File: src/rtl/digit_serial_adder2.sv
// Digit-serial adder: adds two WIDTH-bit operands two bits per cycle through a 2-bit ripple slice.
// Optional signed-overflow flag enabled by defining DIGIT_SERIAL_ADDER2_OVF_EN.
module digit_serial_adder2 #(
  parameter int WIDTH = 8
) (
  input  logic             clk,
  input  logic             rst_n,
  input  logic             in_valid,
  output logic             in_ready,
  input  logic [WIDTH-1:0] op_a,
  input  logic [WIDTH-1:0] op_b,
  input  logic             cin,
  output logic             out_valid,
  input  logic             out_ready,
  output logic [WIDTH-1:0] sum,
  output logic             cout,
  output logic             ovf
);

  localparam int DIGITS = WIDTH / 2;
  localparam int CNT_W  = (DIGITS > 1) ? $clog2(DIGITS) : 1;
  localparam logic [CNT_W-1:0] LAST = CNT_W'(DIGITS - 1);

  typedef enum logic [1:0] {IDLE, RUN, DONE} state_t;

  state_t             state;
  state_t             state_next;
  logic [WIDTH-1:0]   a_reg;
  logic [WIDTH-1:0]   b_reg;
  logic               carry;
  logic [CNT_W-1:0]   cnt;
  logic [WIDTH-1:0]   sum_reg;
  logic               cout_reg;
  logic [2:0]         digit_res;
  logic [WIDTH+1:0]   sum_cat;
  logic               last_digit;

  function automatic logic maj(input logic x, input logic y, input logic z);
    return (x & y) | (x & z) | (y & z);
  endfunction

  // 2-bit ripple slice: returns {carry_out, s1, s0}
  function automatic logic [2:0] slice2(input logic [1:0] a, input logic [1:0] b,
                                        input logic c);
    logic s0, c1, s1, c2;
    s0 = a[0] ^ b[0] ^ c;
    c1 = maj(a[0], b[0], c);
    s1 = a[1] ^ b[1] ^ c1;
    c2 = maj(a[1], b[1], c1);
    return {c2, s1, s0};
  endfunction

  // Operands shift right as digits are consumed, so the current digit is always at [1:0]
  assign digit_res  = slice2(a_reg[1:0], b_reg[1:0], carry);
  assign sum_cat    = {digit_res[1:0], sum_reg};
  assign last_digit = (cnt == LAST);

  assign in_ready  = (state == IDLE);
  assign out_valid = (state == DONE);
  assign sum       = sum_reg;
  assign cout      = cout_reg;

  always_ff @(posedge clk or negedge rst_n) begin
    if (!rst_n) state <= IDLE;
    else        state <= state_next;
  end

  always_comb begin
    state_next = state;
    case (state)
      IDLE:    if (in_valid)   state_next = RUN;
      RUN:     if (last_digit) state_next = DONE;
      DONE:    if (out_ready)  state_next = IDLE;
      default:                 state_next = IDLE;
    endcase
  end

  always_ff @(posedge clk or negedge rst_n) begin
    if (!rst_n) begin
      a_reg    <= '0;
      b_reg    <= '0;
      carry    <= 1'b0;
      cnt      <= '0;
      sum_reg  <= '0;
      cout_reg <= 1'b0;
    end else begin
      case (state)
        IDLE: begin
          if (in_valid) begin
            a_reg <= op_a;
            b_reg <= op_b;
            carry <= cin;
            cnt   <= '0;
          end
        end
        RUN: begin
          a_reg   <= a_reg >> 2;
          b_reg   <= b_reg >> 2;
          carry   <= digit_res[2];
          sum_reg <= sum_cat[WIDTH+1:2];
          if (last_digit) cout_reg <= digit_res[2];
          else            cnt      <= cnt + CNT_W'(1);
        end
        default: ;
      endcase
    end
  end

`ifdef DIGIT_SERIAL_ADDER2_OVF_EN
  logic c1_msb;
  logic ovf_reg;

  // Carry into the MSB of the last digit, for two's-complement overflow
  assign c1_msb = maj(a_reg[0], b_reg[0], carry);

  always_ff @(posedge clk or negedge rst_n) begin
    if (!rst_n)
      ovf_reg <= 1'b0;
    else if (state == RUN && last_digit)
      ovf_reg <= c1_msb ^ digit_res[2];
    else if (state == DONE && out_ready)
      ovf_reg <= 1'b0;
  end

  assign ovf = ovf_reg;
`else
  assign ovf = 1'b0;
`endif

endmodule

File: config.mk
export PLATFORM = sky130hd
export DESIGN_NAME = digit_serial_adder2
export DESIGN_NICKNAME = d
export VERILOG_FILES = /design/src/rtl/digit_serial_adder2.sv
export SDC_FILE = /design/constraint.sdc
export NUM_CORES = 1
export LEC_CHECK = 0
export CAP_MARGIN = 20
export CELL_PAD_IN_SITES_DETAIL_PLACEMENT = 1
export CELL_PAD_IN_SITES_GLOBAL_PLACEMENT = 1
export CORE_MARGIN = 3
export CORE_UTILIZATION = 40
export DETAILED_ROUTE_END_ITERATION = 8
export PLACE_DENSITY = 0.91
export SETUP_SLACK_MARGIN = 0.4
export SLEW_MARGIN = 20
export SYNTH_ARGS = -nofsm -noshare
export SYNTH_HDL_FRONTEND = slang
export SYNTH_SLANG_ARGS = --single-unit
File: constraint.sdc
create_clock -name clk -period 2.4 [get_ports clk]
set_input_delay 0.48 -clock clk [delete_from_list [all_inputs] [get_ports clk]]
set_output_delay 0.48 -clock clk [all_outputs]
set_load 0.005 [all_outputs]
==> metrics.md, run 1 <==
| Metric | Value |
|---|---|
| # nets final | `180` |
| Final setup fails | `0` |
| Clk slew on worst S/H paths | `0.09 ns` |
| First-pass GRT wire length | `5.823 mm` |
| Pwr dens | `1345 nW/um2` |
| Period utilisation layout | `0.8115` |
| Row cnt | `20` |
| Skew-Pair Late Insertion Delay | `0.33 ns` |
| Via Count | `1,098` |
| Synth top area share | `0.5484` |
| Max-cap violations | `0` |
| Yosys Warn Count | `0` |
| Area taken by flip-flops and latches | `753.2 um2` |
| Share of cells above drive strength 1 | `0.1538` |
| Drt via density | `5.490` |
| IO Count | `33` |
| Crit end category | `output port` |
| Routed WL | `3.362 mm` |
| P_leak | `0.7855 nW` |
| Arrival time at the worst endpoint | `1.47 ns` |
| Syn nets | `147` |
| Crit path required time | `1.92 ns` |
| Clk_skew | `0.007241 ns` |
| Wirelength per Cell | `16.81 um` |
| Synth unique cells | `26` |
| Routability cong. | `0.7917` |
| CP Class | `reg -> out` |
| Initial DRC count | `38` |
| Die H | `64.50 um` |
| Total GRT Usage | `0.1859` |
| Gate Count Post-Synth | `123` |
| GRT overflow | `0` |
| Hold WC Path Type | `reg -> reg` |
| Rel. slew slack | `0.5029` |
| Overall Power | `2.432 mW` |
| Initial Util | `0.4341` |
| CP Max Fanout | `4` |
| Synth Area per Inst | `11.13 um2` |
| Residual DRC count | `0` |
| Commonest non-fill, non-tap cell in the layout | `clkdlybuf4s50_1` |
| Root Driver | `clkbuf_4` |
| Largest net degree at the start of global routing | `31` |
| Status | `complete, no violations` |
| Reg2reg start | `state[1]` |
| Seq/Total Area, Yosys | `0.5484` |
| Final Hold Vio Count | `0` |
| Fill count | `366` |
| CTS tree | `done` |
| Cell accounting for the most synthesized area | `dfrtp_1` |
| Hold_sp | `a_reg[6]` |
| F_max | `513.4 MHz` |
| Post-synthesis sequential element count | `30` |
| Die span in x | `64.50 um` |
| RSZ-0062 raised after global routing | `yes` |
| Cts bufs inserted | `5` |
| Inst Count DP | `191` |
| Maximum clock insertion buffer count | `2` |
| Commonest cells after routing, fill and taps aside | `30 x clkdlybuf4s50_1, 28 x dfrtp_1, 20 x o22ai_1` |
| Synth-to-Final Area Change | `32.08%` |
| Post-route ant nets | `0` |
| Actual slew at the worst max-slew pin | `0.7457 ns` |
| CP Launch Point | `state[1]` |
| Area occupied by multi-input gates | `534.3 um2` |
| DPL Wire Length | `2.364 mm` |
| Initial antenna violation count | `0` |
| Vias in the first global route | `1,204` |
| ANT cells | `0` |
| Final cell count without fillers | `200` |
| Min Clock Period, post-route | `1.948 ns` |
| PortBufs | `31` |
| Max-slew violation count | `0` |
| Die area | `4160 um2` |
| Post-Syn Area | `1369 um2` |
| Startpoint type of the worst setup path | `register` |
| Maximum vdd ir drop | `473.0 uV` |
| CTS H-tree lvls | `2` |
| Clk sinks | `30` |
| TritonRoute pass-1 iters | `4` |
| Synth area leaders | `dfrtp_1 55%, o22ai_1 9.1%, mux2_2 4.9%, a21oi_1 3.7%, buf_4 3.3%` |
| Setup_tns | `0 ns` |
| Core Box Area | `3153 um2` |
power breakdown:
group          total [mW]  internal, mW  leakage (nW)  switching, mW
sequential          0.944         0.755         0.359          0.189
combinational        1.08         0.562         0.382          0.513
clock               0.413         0.242        0.0443          0.170
total                2.43          1.56         0.786          0.873
worst paths after layout:
check                           slack, ns  endpoint  depth (start not counted)
worst min register to register       0.51  a_reg[6]                          1
worst min-delay path                 0.51  a_reg[6]                          1
worst max register to register       0.61    sum[1]                          3
max in group asynchronous            1.57  state[0]                          2
min in group asynchronous            0.53  b_reg[1]                          2
worst max-delay path                 0.45  in_ready                          2
kinds of logic (layout without fill, tap and decap cells):
logic type                 count (synthesis)  count (layout)  share of synthesized area
adders and majority gates                  3               3                    0.03839
DFF                                       30              30                     0.5484
other                                      1               1                   0.002740
buffers and inverters                     18              51                    0.06855
muxes                                      6               6                    0.04936
and+or+nand+nor                           17              17                    0.06398
AOI/OAI and AO/OA                         48              48                     0.2285
through the flow:
stage	hold slack [ns]	cell area [um2]	utilization	setup WS, ns
finish	0.5080	1808	0.5734	0.4524
global placement	0.4757	1689	0.5357	0.6075
detailed placement	0.4937	1689	0.5357	0.5693
floorplan	0.1844	1369	-	0.9153
CTS	0.5170	1798	0.5702	0.4113
global route	0.5338	1808	0.5734	0.3749
metal layers:
layer | share of wire | track usage | wire length, um
met2 | 0.52 | 0.3093 | 1733
met4 | 0.023 | 0.08443 | 78
met3 | 0.057 | 0.06066 | 191
met1 | 0.40 | 0.2176 | 1359
met5 | 0 | 0 | 0
what timing repair did:
| action | 4_1_cts | 5_1_grt |
|---|---|---|
| setup buffers | 2 | 0 |
| hold buffers | 0 | 0 |
| setup endpoints to repair | 2 | 1 |
| hold endpoints to repair | 0 | 0 |
| pin swaps | 0 | 0 |
| gates resized for setup | 5 | 4 |
| cloned | 0 | 0 |
area by class of cell:
class / count / share of cell area
multi-input cells: 75 / 0.2955
inverters: 9 / 0.02284
repair buffers: 35 / 0.1896
well taps: 44 / 0.03045
clock buffers: 6 / 0.02837
flip-flops and latches: 30 / 0.4166
clock inverters: 1 / 0.01661
cells in the mapped netlist (all sizes together):
master	count
nand2	4
ha	1
a22oi	2
o31ai	1
buf	9
conb	1
o21ai	6
nor2b	1
o2bb2ai	2
nor2	5
dfrtp	30
nand3b	2
inv	9
o22ai	20
mux2	6
a32o	3
a21oi	10
o221a	1
nand2b	4
fa	2
a2bb2oi	3
nor3	1
critical path, cell delays in order, from the launching register on:
cell             delay (ns)
dfrtp_2                0.49
nor2_4                 0.14
clkdlybuf4s50_1        0.52
No activity file was read; power rests on OpenSTA's default activity.
==> run 2: changes to the inputs <==
- CORE_UTILIZATION: 40 -> 37
- PLACE_DENSITY: 0.91 -> 0.86
- clock period: 2.4 -> 1.8 ns (I/O delays scaled with it)
==> run 2 against run 1 <==
Against the previous run: hold slack worse by 0.035 ns; combinational power rose by 79%; worst setup slack worse by 0.15 ns; die area is 7.3% higher; count of clock-buffer cells in the layout up 1; sequential power increased by 31%; non-clock buffer count up 24; clock skew shrank 0.0046 ns; largest power group unchanged; highest routed layer unchanged.
==> metrics.md, run 2 (same netlist as run 1, synthesis figures left out) <==
| Metric | Value |
|---|---|
| Arrival time at the worst endpoint | `1.67 ns (+0.20 ns)` |
| Largest net degree at the start of global routing | `31 (unchanged)` |
| Root Driver | `clkbuf_8` |
| Clk sinks | `30 (unchanged)` |
| CP Max Fanout | `2 (-2)` |
| Die area | `4466 um2 (+7.3%)` |
| IO Count | `33 (unchanged)` |
| GRT overflow | `0 (unchanged)` |
| Initial Util | `0.3977 (-0.03645)` |
| Via Count | `1,265 (+15%)` |
| Row cnt | `21 (+5.0%)` |
| Routability cong. | `0.8097 (+2.3%)` |
| Die H | `66.83 um (+3.6%)` |
| Core Box Area | `3442 um2 (+9.2%)` |
| Synth-to-Final Area Change | `47.71%` |
| Share of cells above drive strength 1 | `0.3315 (+0.1776)` |
| Maximum vdd ir drop | `686.7 uV (+45%)` |
| Vias in the first global route | `1,279 (+6.2%)` |
| Worst R2R Setup Slack | `0.30 ns (-0.31 ns)` |
| RSZ-0062 raised after global routing | `yes` |
| Crit path required time | `1.97 ns (+0.05 ns)` |
| Die span in x | `66.83 um (+3.6%)` |
| CTS tree | `done` |
| DP Worst Slack | `0.1136 ns (-0.4557 ns)` |
| PortBufs | `31 (unchanged)` |
| Max-slew violation count | `0 (unchanged)` |
| Max-cap violations | `0 (unchanged)` |
| Status | `complete, no violations` |
| Drt via density | `5.573 (+1.5%)` |
| CP max stage delay | `0.52 ns (about the same)` |
| Crit end category | `register` |
| Cts bufs inserted | `5 (unchanged)` |
| First-pass GRT wire length | `6.058 mm (+4.0%)` |
| Wirelength per Cell | `18.49 um (+10%)` |
| ANT cells | `0 (unchanged)` |
| Most frequent CP cell | `fa_2` |
| # nets final | `204 (+13%)` |
| Setup WS post-layout | `0.2996 ns (-0.1528 ns)` |
| TritonRoute pass-1 iters | `4 (unchanged)` |
| Initial DRC count | `60 (+58%)` |
| Period utilisation layout | `0.8336` |
| Slowest cell on crit path | `fa_2` |
| Skew-Pair Late Insertion Delay | `0.27 ns (-0.06 ns)` |
| Post-route ant nets | `0 (unchanged)` |
| Setup_tns | `0 ns (unchanged)` |
| Final Hold Vio Count | `0 (unchanged)` |
| Initial antenna violation count | `0 (unchanged)` |
| Maximum clock insertion buffer count | `2 (unchanged)` |
| Residual DRC count | `0 (unchanged)` |
| Routed WL | `4.197 mm (+25%)` |
| Commonest cells after routing, fill and taps aside | `28 x dfrtp_1, 26 x buf_4, 20 x clkdlybuf4s50_1` |
| F_max | `666.5 MHz` |
| Final setup fails | `0 (unchanged)` |
| Hold WC Path Type | `in -> async` |
| CP Class | `reg -> reg` |
| Commonest non-fill, non-tap cell in the layout | `dfrtp_1` |
| Clk_skew | `0.002623 ns (-0.004618 ns)` |
| Clk slew on worst S/H paths | `0.06 ns (-0.03 ns)` |
| DPL Wire Length | `2.473 mm (+4.6%)` |
| Pwr dens | `1839 nW/um2 (+37%)` |
| Startpoint type of the worst setup path | `register` |
| CTS H-tree lvls | `2 (unchanged)` |
| Total GRT Usage | `0.1891 (+0.003157)` |
| P_leak | `0.9073 nW (+16%)` |
| Min Clock Period, post-route | `1.500 ns` |
| Crit-path cells | `inv_2, fa_2, fa_2, o21ai_1` |
run 2: cell count changes in the layout (fill, tap and decap cells not counted), moves of 3 or more:
cell and delta:
inv_1 -3, clkbuf_4 -5, clkdlybuf4s50_1 -10, buf_4 +22, clkbuf_8 +5, dlygate4sd2_1 +9
run 2: worst paths after layout:
check | cells past startpoint | endpoint | from
max reg2reg | 4 | sum[7] | a_reg[0]
min | 2 | cnt[0] | rst_n
max | 4 | sum[7] | a_reg[0]
max in group asynchronous | 2 | state[1] | rst_n
min in group clk | 1 | a_reg[6] | a_reg[6]
min reg2reg | 1 | a_reg[6] | a_reg[6]
run 2: critical path: cells and delay by family, from the launching register on:
family	cells	cell delay, ns
adder cells (fa/ha/maj)	2	0.91
flip-flops	1	0.36
AO/OA/AOI/OAI	1	0.06
buffers and inverters	1	0.05
run 2: where the power goes:
part | internal, mW | total (mW) | switching (mW)
logic | 1.02 | 1.93 | 0.907
registers | 1.01 | 1.24 | 0.232
clock network | 0.308 | 0.549 | 0.241
run 2: stage by stage:
stage	area [um2]	power [mW]	hold WS [ns]	utilization	std cells
after floorplan	1371	2.164	0.06441	-	123
after global placement	1732	2.632	0.4796	0.5031	198
after detailed placement	1732	2.747	0.4887	0.5031	198
after CTS	1947	3.508	0.4832	0.5656	222
after global routing	2022	3.979	0.5114	0.5874	227
final	2022	3.719	0.4727	0.5874	227
run 2: per-layer routing:
| metal | wire (um) | share of wire | up-vias | GRT usage |
|---|---|---|---|---|
| li1 | - | - | 569 | - |
| met1 | 1700 | 0.41 | 646 | 0.2126 |
| met2 | 2153 | 0.51 | 38 | 0.3181 |
| met3 | 243 | 0.058 | 12 | 0.05902 |
| met4 | 99 | 0.024 | 0 | 0.09898 |
| met5 | 0 | 0 | - | 0 |
run 2: layout make-up:
cell class              count  area [um2]
fillers                   375        1420
flip-flops and latches     30       753.2
multi-input cells          75       566.8
repair buffers             59       510.5
clock buffers               7       86.33
well taps                  46       57.56
inverters                   9       42.54
clock inverters             1       5.005
run 2: repair_timing:
action,4_1_cts,5_1_grt
pin swaps,2,2
gates resized for setup,25,13
endpoints found under the setup margin,27,22
buffers inserted,16,5
hold buffers,0,0
==> run 3: changes to the inputs <==
- CORE_UTILIZATION: 37 -> 34
- PLACE_DENSITY: 0.86 -> 0.84
- clock period: 1.8 -> 1.3 ns (I/O delays scaled with it)
==> run 3 against run 2 <==
Against the previous run: the flow now finishes with violations (setup timing); first-iteration DRC count rose by 25%; sequential share of layout area fell by 8.0 points; clock power rose by 76%; cell count rose by 8.8%; routed wire length rose by 36%; maximum frequency fell by 4.0%; via count rose by 7.4%; hold slack got worse by 0.14 ns; critical endpoint is now carry; highest routed layer unchanged.
==> metrics.md, run 3 (same netlist as run 1, synthesis figures left out) <==
| Metric | Value |
|---|---|
| Status | `complete, but fails checks` |
| Failing checks | `setup timing` |
| Path depth of the worst reg2reg path | `6 (+2)` |
| Via Count | `1,358 (+7.4%)` |
| Vias in the first global route | `1,488 (+16%)` |
| First-pass GRT wire length | `7.969 mm (+32%)` |
| Row cnt | `22 (+4.8%)` |
| DPL Wire Length | `2.710 mm (+9.6%)` |
| # nets final | `222 (+8.8%)` |
| CP max stage delay | `0.39 ns (-0.13 ns)` |
| Initial Util | `0.3630 (-0.03470)` |
| Arrival time at the worst endpoint | `1.79 ns (+0.12 ns)` |
| CP Max Fanout | `2 (unchanged)` |
| Die area | `4823 um2 (+8.0%)` |
| Period utilisation layout | `1.202 (+0.3688)` |
| Reg2reg start | `b_reg[0]` |
| Startpoint type of the worst setup path | `register` |
| TritonRoute pass-1 iters | `4 (unchanged)` |
| Skew-Pair Late Insertion Delay | `0.30 ns (+0.03 ns)` |
| Drt via density | `5.498 (-1.3%)` |
| CP bufs+invs | `2 (+1)` |
| Final setup fails | `26 (+26)` |
| CP Class | `reg -> reg` |
| Crit-path cells | `inv_1, fa_2, fa_2, inv_2, o22ai_1, a21oi_2` |
| Largest net degree at the start of global routing | `31 (unchanged)` |
| Initial DRC count | `75 (+25%)` |
| Overall Power | `7.066 mW (+90%)` |
| Hold WC Path Type | `in -> async` |
| Clk sinks | `30 (unchanged)` |
| Residual DRC count | `0 (unchanged)` |
| PortBufs | `31 (unchanged)` |
| F_max | `639.7 MHz (-4.0%)` |
| IO Count | `33 (unchanged)` |
| Fill count | `355 (-5.3%)` |
| Clk_skew | `0.01756 ns (+0.01494 ns)` |
| Wirelength per Cell | `23.11 um (+25%)` |
| CTS tree | `done` |
| Fin util | `0.6822 (+0.09473)` |
| Total GRT Usage | `0.2118 (+0.02271)` |
| Most frequent CP cell | `fa_2` |
| Commonest non-fill, non-tap cell in the layout | `dfrtp_1` |
| Commonest cells after routing, fill and taps aside | `28 x dfrtp_1, 22 x buf_4, 19 x clkdlybuf4s50_1` |
| ANT cells | `0 (unchanged)` |
| # hold bufs at CTS | `0 (unchanged)` |
| Largest delay share family, worst path | `adder cells` |
| Setup_tns | `-1.828 ns (-1.828 ns)` |
| GRT overflow | `0 (unchanged)` |
| Core Box Area | `3771 um2 (+9.6%)` |
| Max-cap violations | `0 (unchanged)` |
| Initial antenna violation count | `0 (unchanged)` |
| Crit path required time | `1.53 ns (-0.44 ns)` |
| Max-slew violation count | `0 (unchanged)` |
| Min Clock Period, post-route | `1.563 ns (+0.06269 ns)` |
| Share of cells above drive strength 1 | `0.6432 (+0.3117)` |
| Root Driver | `clkbuf_8` |
| Die H | `69.45 um (+3.9%)` |
| CTS H-tree lvls | `2 (unchanged)` |
| Clk slew on worst S/H paths | `0.08 ns (+0.02 ns)` |
| Die span in x | `69.45 um (+3.9%)` |
| Routed WL | `5.708 mm (+36%)` |
| Slowest cell on crit path | `dfrtp_1` |
| Post-route ant nets | `0 (unchanged)` |
| Final Hold Vio Count | `0 (unchanged)` |
| DP Worst Slack | `-0.2248 ns (-0.3385 ns)` |
| Worst R2R Setup Slack | `-0.26 ns (-0.56 ns)` |
| Synth-to-Final Area Change | `87.93%` |
| Cts bufs inserted | `5 (unchanged)` |
| Setup WS post-layout | `-0.2631 ns (-0.5627 ns)` |
| P_leak | `1.121 nW (+24%)` |
| Maximum vdd ir drop | `1302 uV (+90%)` |
| Crit end category | `register` |
| Routability cong. | `0.8864 (+9.5%)` |
| Maximum clock insertion buffer count | `2 (unchanged)` |
| Critical R2R Capture | `carry` |
| RSZ-0062 raised after global routing | `yes` |
| Pwr dens | `2747 nW/um2 (+49%)` |
-- run 3: cell types whose count changed in the layout (fill, tap and decap cells not counted), sizes merged --
| cell | delta |
|---|---|
| buf | +28 |
| dlygate4sd2 | -8 |
| clkbuf | -3 |
| bufinv | +1 |
| clkdlybuf4s50 | -1 |
| clkinv | +1 |
| clkinvlp | -1 |
| inv | +1 |
-- run 3: worst max-delay path by stage --
| stage | startpoint | endpoint | slack [ns] | cells after the start |
|---|---|---|---|---|
| detailed placement | a_reg[0] | cout | -0.22 | 4 |
| floorplan | a_reg[0] | sum[7] | -0.13 | 4 |
| CTS | carry | sum[7] | -0.22 | 4 |
| global route | b_reg[0] | carry | -0.32 | 6 |
| global placement | a_reg[0] | carry | -0.13 | 6 |
| finish | b_reg[0] | carry | -0.26 | 6 |
-- run 3: area by class of cell --
cell class / instances / area (um2) / share of cell area
Multi-Input combinational cell: 75 / 848.3 / 0.3298
Timing Repair Buffer: 77 / 760.7 / 0.2957
Clock inverter: 3 / 40.04 / 0.01556
Sequential cell: 30 / 753.2 / 0.2928
Tap cell: 48 / 60.06 / 0.02335
Inverter: 9 / 41.29 / 0.01605
Clock buffer: 5 / 68.82 / 0.02675
-- run 3: layer usage --
layer	vias to the layer above	GRT usage	share of wire
met2	65	0.3867	0.54
met5	-	0	0
met1	678	0.2466	0.38
met4	0	0.05640	0.024
li1	599	-	-
met3	16	0.04928	0.054
-- run 3: stage by stage --
| step | hold WS, ns | cell area [um2] | cells |
|---|---|---|---|
| after global placement | 0.4777 | 1909 | 207 |
| final | 0.3302 | 2572 | 247 |
| after CTS | 0.3486 | 2371 | 238 |
| after floorplan | -0.03559 | 1480 | 123 |
| after global routing | 0.3415 | 2572 | 247 |
| after detailed placement | 0.4941 | 1909 | 207 |
-- run 3: repair_timing --
item                       CTS  global route
gates cloned                 1             0
setup buffers               22             9
pin swaps                   16            16
setup endpoints to repair   41            41
resized for setup           92            30
-- run 3: report_power, final --
group	switching [mW]	leakage [nW]	total [mW]	internal, mW
registers	0.436	0.359	1.83	1.39
logic	1.91	0.704	4.27	2.36
clock network	0.402	0.0579	0.966	0.564
total	2.75	1.12	7.07	4.32
-- run 3: worst reg2reg max path, cell delays in order, from the launching register on --
cell,delay [ns]
dfrtp_1,0.39
inv_1,0.10
fa_2,0.37
fa_2,0.38
inv_2,0.06
o22ai_1,0.08
a21oi_2,0.13
